**src/rtl/mips_pkg.sv**
```systemverilog
// Shared definitions for the MIPS pipeline control logic.
//   REG_W / REG_ZERO : register-index width and the hard-wired zero register
//   ctrl_state_t     : stall sequencer states (RUN, IWAIT, DWAIT, FAULT)
//   reg_match        : true when a destination register feeds a source,
//                      never for register 0 (writes to $zero are discarded)
package mips_pkg;

    localparam int REG_W = 5;
    localparam logic [REG_W-1:0] REG_ZERO = 5'd0;

    typedef enum logic [1:0] {
        RUN   = 2'd0,
        IWAIT = 2'd1,
        DWAIT = 2'd2,
        FAULT = 2'd3
    } ctrl_state_t;

    function automatic logic reg_match(input logic [REG_W-1:0] dst,
                                       input logic [REG_W-1:0] src);
        return (dst != REG_ZERO) && (dst == src);
    endfunction

endpackage

```
**src/rtl/hazard_stall_controller_hazard_detect.sv**
```systemverilog
// hazard_detect: purely combinational data-hazard compare for Decode.
//   i_rs_d, i_rt_d          : Decode source registers
//   i_branch_d              : Decode holds a conditional branch
//   i_rt_e, i_writereg_e    : Execute rt field / destination
//   i_memtoreg_e            : Execute is a load
//   i_regwrite_e            : Execute writes a register
//   i_writereg_m            : Memory-stage destination
//   i_memtoreg_m            : Memory stage is a load
//   o_lwstall               : load-use hazard
//   o_branchstall           : branch operand not yet available in Decode
module hazard_detect
    import mips_pkg::*;
(
    input  logic [REG_W-1:0] i_rs_d,
    input  logic [REG_W-1:0] i_rt_d,
    input  logic             i_branch_d,
    input  logic [REG_W-1:0] i_rt_e,
    input  logic [REG_W-1:0] i_writereg_e,
    input  logic             i_memtoreg_e,
    input  logic             i_regwrite_e,
    input  logic [REG_W-1:0] i_writereg_m,
    input  logic             i_memtoreg_m,
    output logic             o_lwstall,
    output logic             o_branchstall
);

    logic [REG_W-1:0] w_src [2];
    logic [1:0]       w_lu_hit;
    logic [1:0]       w_ex_hit;
    logic [1:0]       w_mem_hit;

    assign w_src[0] = i_rs_d;
    assign w_src[1] = i_rt_d;

    // One compare set per Decode source operand.
    genvar gi;
    generate
        for (gi = 0; gi < 2; gi++) begin : g_src
            assign w_lu_hit[gi]  = reg_match(i_rt_e, w_src[gi]);
            assign w_ex_hit[gi]  = reg_match(i_writereg_e, w_src[gi]);
            assign w_mem_hit[gi] = reg_match(i_writereg_m, w_src[gi]);
        end
    endgenerate

    assign o_lwstall     = i_memtoreg_e && (|w_lu_hit);
    // Branches compare in Decode, so an ALU result still in Execute or a
    // load still in Memory cannot be forwarded in time.
    assign o_branchstall = i_branch_d &&
                           ((i_regwrite_e && (|w_ex_hit)) ||
                            (i_memtoreg_m && (|w_mem_hit)));

endmodule

```
**src/rtl/hazard_stall_controller.sv**
```systemverilog
// hazard_stall_controller: per-cycle advance/hold/flush decision for the
// 5-stage MIPS pipeline, plus memory-wait timeout FSM and stall counter.
//   clk, reset (async, active-low)
//   rs_d, rt_d, branch_d, pcsrc_d, jump_d   : Decode-stage info
//   rt_e, writereg_e, memtoreg_e, regwrite_e: Execute-stage info
//   writereg_m, memtoreg_m                  : Memory-stage info
//   imem_req/imem_ready, dmem_req_m/dmem_ready : memory handshakes
//   stall_f/d/e/m, flush_d/e                : pipeline control (Mealy)
//   mem_timeout                             : sticky wait-timeout fault
//   stall_count                             : saturating stall_f cycle count
module hazard_stall_controller
    import mips_pkg::*;
#(
    parameter int TIMEOUT = 255,
    parameter int CNT_W   = 32
) (
    input  logic             clk,
    input  logic             reset,
    input  logic [REG_W-1:0] rs_d,
    input  logic [REG_W-1:0] rt_d,
    input  logic             branch_d,
    input  logic             pcsrc_d,
    input  logic             jump_d,
    input  logic [REG_W-1:0] rt_e,
    input  logic [REG_W-1:0] writereg_e,
    input  logic             memtoreg_e,
    input  logic             regwrite_e,
    input  logic [REG_W-1:0] writereg_m,
    input  logic             memtoreg_m,
    input  logic             imem_req,
    input  logic             imem_ready,
    input  logic             dmem_req_m,
    input  logic             dmem_ready,
    output logic             stall_f,
    output logic             stall_d,
    output logic             stall_e,
    output logic             stall_m,
    output logic             flush_d,
    output logic             flush_e,
    output logic             mem_timeout,
    output logic [CNT_W-1:0] stall_count
);

    localparam int WC_W = $clog2(TIMEOUT + 1);
    // Fault is taken on the edge at which the count would reach TIMEOUT.
    localparam logic [WC_W-1:0] WC_LAST = WC_W'(TIMEOUT - 1);

    ctrl_state_t      r_state;
    ctrl_state_t      w_state_next;
    logic [WC_W-1:0]  r_wait_cnt;
    logic [WC_W-1:0]  w_wait_cnt_next;
    logic             r_mem_timeout;
    logic [CNT_W-1:0] r_stall_count;

    logic w_lwstall;
    logic w_branchstall;
    logic w_iwait;
    logic w_dwait;

    hazard_detect u_hazard_detect (
        .i_rs_d        (rs_d),
        .i_rt_d        (rt_d),
        .i_branch_d    (branch_d),
        .i_rt_e        (rt_e),
        .i_writereg_e  (writereg_e),
        .i_memtoreg_e  (memtoreg_e),
        .i_regwrite_e  (regwrite_e),
        .i_writereg_m  (writereg_m),
        .i_memtoreg_m  (memtoreg_m),
        .o_lwstall     (w_lwstall),
        .o_branchstall (w_branchstall)
    );

    assign w_dwait = dmem_req_m && !dmem_ready;
    assign w_iwait = imem_req && !imem_ready;

    // Next state and wait counter. The counter restarts whenever the wait
    // kind changes and only advances while the same wait persists.
    always_comb begin
        w_state_next    = r_state;
        w_wait_cnt_next = '0;
        unique case (r_state)
            RUN: begin
                if (w_dwait)      w_state_next = DWAIT;
                else if (w_iwait) w_state_next = IWAIT;
            end
            IWAIT: begin
                if (w_dwait) begin
                    w_state_next = DWAIT;
                end else if (!w_iwait) begin
                    w_state_next = RUN;
                end else begin
                    w_wait_cnt_next = r_wait_cnt + 1'b1;
                    if (r_wait_cnt == WC_LAST) w_state_next = FAULT;
                end
            end
            DWAIT: begin
                if (!w_dwait) begin
                    w_state_next = RUN;
                end else begin
                    w_wait_cnt_next = r_wait_cnt + 1'b1;
                    if (r_wait_cnt == WC_LAST) w_state_next = FAULT;
                end
            end
            FAULT: begin
                w_wait_cnt_next = r_wait_cnt;
            end
        endcase
    end

    // Priority mux: FAULT > data wait > instruction wait > hazard > redirect.
    // Everything is held inactive while reset is asserted.
    always_comb begin
        stall_f = 1'b0;
        stall_d = 1'b0;
        stall_e = 1'b0;
        stall_m = 1'b0;
        flush_d = 1'b0;
        flush_e = 1'b0;
        if (reset) begin
            if (r_state == FAULT || w_dwait) begin
                stall_f = 1'b1;
                stall_d = 1'b1;
                stall_e = 1'b1;
                stall_m = 1'b1;
            end else if (w_iwait || w_lwstall || w_branchstall) begin
                // A pending redirect is dropped here and re-presented by
                // Decode once the front end can advance again.
                stall_f = 1'b1;
                stall_d = 1'b1;
                flush_e = 1'b1;
            end else if (pcsrc_d || jump_d) begin
                flush_d = 1'b1;
            end
        end
    end

    always_ff @(posedge clk or negedge reset) begin
        if (!reset) begin
            r_state       <= RUN;
            r_wait_cnt    <= '0;
            r_mem_timeout <= 1'b0;
            r_stall_count <= '0;
        end else begin
            r_state    <= w_state_next;
            r_wait_cnt <= w_wait_cnt_next;
            if (w_state_next == FAULT) r_mem_timeout <= 1'b1;
            if (stall_f && (r_stall_count != '1))
                r_stall_count <= r_stall_count + 1'b1;
        end
    end

    assign mem_timeout = r_mem_timeout;
    assign stall_count = r_stall_count;

endmodule
```
**config.mk**
```make
export PLATFORM = sky130hd
export DESIGN_NAME = hazard_stall_controller
export DESIGN_NICKNAME = d
export VERILOG_FILES = /design/src/rtl/mips_pkg.sv /design/src/rtl/hazard_stall_controller_hazard_detect.sv /design/src/rtl/hazard_stall_controller.sv
export SDC_FILE = /design/constraint.sdc
export NUM_CORES = 1
export LEC_CHECK = 0
export ABC_AREA = 1
export CORE_AREA = 3 3 88 90
export CTS_BUF_LIST = sky130_fd_sc_hd__clkbuf_8 sky130_fd_sc_hd__clkbuf_16
export DETAILED_ROUTE_END_ITERATION = 12
export DIE_AREA = 0 0 91 93
export GPL_ROUTABILITY_DRIVEN = 0
export PLACE_DENSITY = 0.77
export SKIP_LAST_GASP = 1
export SYNTH_ARGS = -nofsm -noshare
export SYNTH_HDL_FRONTEND = slang
export SYNTH_SLANG_ARGS = --single-unit
```
**constraint.sdc**
```tcl
create_clock -name clk -period 2.7 [get_ports clk]
set_clock_uncertainty 0.1 [all_clocks]
set_input_delay 0.27 -clock clk [delete_from_list [all_inputs] [get_ports clk]]
set_output_delay 0.27 -clock clk [all_outputs]
set_load 0.05 [all_outputs]
```
==> results by group <==
Pwr
  – Internal: ~1.0 mW
  – Maximum VDD drop: 0.000486 V
  – Final Total Pwr: between 1.5 and 2 mW
  – Clock network fraction of design power: about a quarter
  – Sw Share: a little over a third
  – Reg power frac: 45.2%
  – Combinational Power Share: 28.7%
  – Pwr/cell area: about 360 nW/um^2
  – Leak pwr: approximately 2.3 nW
  – Psw: approximately 590 uW

Finish
  – Multi-input logic area: roughly 2100 sq um
  – Fillcell total: roughly 670
  – FF+latch area: between 1000 and 1500 sq um
  – Layout cells sized above 1: around 6.7%
  – Layout Area Growth over Synthesis: 27.5%
  – Final Util: between 60% and 70%
  – Fin nets: 654
  – Design area: between 4000 and 5000 sq um
  – Antenna cell count: 0

CTS
  – CTS tree: built
  – Clock buffer depth: 2
  – Clock Latency Late Sink: roughly 300 ps
  – Post-CTS setup buffer count: 0
  – TritonCTS buffer count: 5
  – CTS sink cnt: 43
  – Cts repair resizes: 0
  – CTS HTree Levels: 2
  – Clk root buf: clkbuf_8
  – Clock-pin slew on the worst setup and hold paths: about 80 ps

Worst setup path
  – Crit path buffers/inverters: 3
  – Crit-path leading delay family: simple AND/OR/NAND/NOR gates
  – Critical path cell sequence: clkdlybuf4s50_1, inv_1, nand2_1, nand2_1, nor2_1, nand3_1, nand2_1, nand2_1, nand2_1, nand2_1, nand2_1, nand2_1, nor3_1, buf_12
  – Startpoint types: input pin
  – CP Data Required Time: between 2000 and 2500 ps
  – CP max FO: 4
  – Crit. End Element: output pin
  – Setup CP Type: in2out
  – CP arrival: around 2100 ps
  – CP dominant cell by count: nand2_1
  – Crit path largest cell delay: 570 ps
  – Crit path max-delay cell type: clkdlybuf4s50_1

STA
  – Achievable frequency: between 300 and 400 MHz
  – Final period util: just over 90%
  – Max-slew violations: 0
  – Worst rel slew slack: between 60% and 70%
  – RSZ-0062 raised after global routing: false
  – Final setup vio count: 0
  – Final worst slack: 194 ps
  – Setup_tns: 0 ps
  – Min Tclk post-route: between 2000 and 3000 ps
  – Endpoints failing hold: 0
  – Slew @ Worst Pin: ~530 ps

Synth
  – Async S/R FF share, synth: 100%
  – Mapped Cells: 536
  – Cell area after synthesis: approximately 3500 sq um
  – Seq/Total Area, Yosys: between 30% and 40%
  – Mapped Nets: 580
  – Seq cells post-synth: 43
  – Yosys top cell area share: between 30 and 40%
  – Synth warn: 0
  – Post-synth top flop: dfrtp_1
  – Syn Area/Cell: about 6.6 sq um
  – Yosys cell types: 33
  – Synth area leader: dfrtp_1
  – EDFF count, synth: 0
  – Synth area leaders: dfrtp_1, nand2_1, nand4_1

Global routing
  – Vias in the first global route: about 3,400
  – Initial antenna violation count: 0
  – Gr ovfl total: 0
  – Largest net degree at the start of global routing: between 40 and 50
  – GRT Util Overall: between 20% and 30%
  – First-pass GRT wire length: about 16,000 microns

Placed design
  – PortBufs: 75
  – Pre-CTS setup slack: around 140 ps
  – Placed cell area: 4390 sq um
  – Dpl hpwl: just over 7000 microns

Die
  – Die Y: just over 90 microns
  – I/O pin count: 76
  – Die area: 8460 sq um
  – Rows: 31
  – Core Box Area: a little over 7000 sq um
  – Die Wd: 91 microns
  – Initial core utilization: 49.3%

Drt
  – DRT iter0 DRCs: ~240
  – Routed WL: around 9300 microns
  – Via density per instance: 5.16
  – Per-cell routed wire length: 13.1 microns
  – DRT Pass-1 Iters: 4
  – Residual DRC count: 0
  – Vias: 3,667
  – Antenna Nets Post-Route: 0

Worst hold path
  – Worst hold path type: reg2reg

Status
  – Status: completed

Run
  – MaxCap Viol Count: 0
## synth_stat cells (3+ instances only)
library cell,count
nand3_2,3
a21oi_1,3
dfrtp_1,43
nand2_1,180
inv_2,3
xor2_1,17
nor2_1,52
clkbuf_1,6
o21ai_0,8
buf_2,6
nand4_1,46
nand3_1,33
inv_1,72
nor3_2,3
xnor2_1,20
ha_1,7
nor2_2,4
nor3_1,12
## kinds of logic (layout without fill, tap and decap cells)
group / Yosys count / in the layout / share of synthesized area [%]
DFF: 43 / 43 / 30.6
xor gates and xnor gates: 37 / 37 / 9.20
and+or+nand+nor: 341 / 341 / 44.3
buffers and inverters: 91 / 166 / 10.6
adders and majority gates: 7 / 7 / 2.49
AOI/OAI and AO/OA: 17 / 17 / 2.91
## timing repair
action / CTS / global route
hold buffers: 1 / 0
hold endpoints to repair: 40 / 0
setup endpoints to repair: 0 / 0
## power groups by stage
stage	combinational, mW	sequential [mW]	clock (mW)
after floorplan	0.170	0.846	0
after global placement	0.461	0.748	0
after detailed placement	0.467	0.748	0
after CTS	0.470	0.737	0.438
after global routing	0.508	0.743	0.463
final	0.469	0.738	0.425
## worst paths after layout
kind                           startpoint         endpoint  slack (ps)  depth (start not counted)
max                               rt_d[3]          flush_e         190                         14
min                           mem_timeout      mem_timeout         390                          2
max reg2reg                stall_count[0]  stall_count[12]         610                          9
min reg2reg                   mem_timeout      mem_timeout         390                          2
max in group asynchronous           reset  stall_count[16]        1610                          3
min in group asynchronous           reset  stall_count[10]         500                          3
## flip-flops by register name, indices dropped and copies added, names as in the netlist
register     cells
mem_timeout      1
stall_count     32
r_state          2
r_wait_cnt       8
## stage by stage
step | hold slack, ps | instances
final | 390 | 710
after global routing | 418 | 710
after CTS | 400 | 710
after detailed placement | 280 | 701
after global placement | 268 | 701
after floorplan | -126 | 536
## worst reg2reg max path: cells and delay by family, from the launching register on
kind | cells | cell delay, ps
fa+ha+maj | 1 | 280
simple gates | 6 | 760
buf+inv | 2 | 410
flops | 1 | 450
## layer usage
metal,vias to the layer above,global-route usage [%],part of all wire (%)
met3,11,4.02,5.4
met1,1678,29.6,46
met4,0,4.90,1.3
met2,119,37.7,47
li1,1859,-,-
met5,-,0,0
## layout make-up
type,instances,area share [%]
multi-input combinational,402,46.2
sequential,43,24.0
timing repair buffer,83,18.8
inverter,75,6.27
tap,99,2.76
clock buffer,5,1.53
clock inverter,3,0.529
## cell usage in the layout (no fill, tap or decap), types with 4 or more instances in the layout
master	count
buf_12	4
nor2_2	4
dfrtp_1	43
nor2_1	52
clkdlybuf4s50_1	68
xnor2_1	20
xor2_1	17
nand4_1	46
clkbuf_8	5
ha_1	7
inv_1	72
nand3_1	33
buf_4	9
nor3_1	12
nand2_1	180
o21ai_0	7
Note: power is estimated with default switching activity, not from simulation.
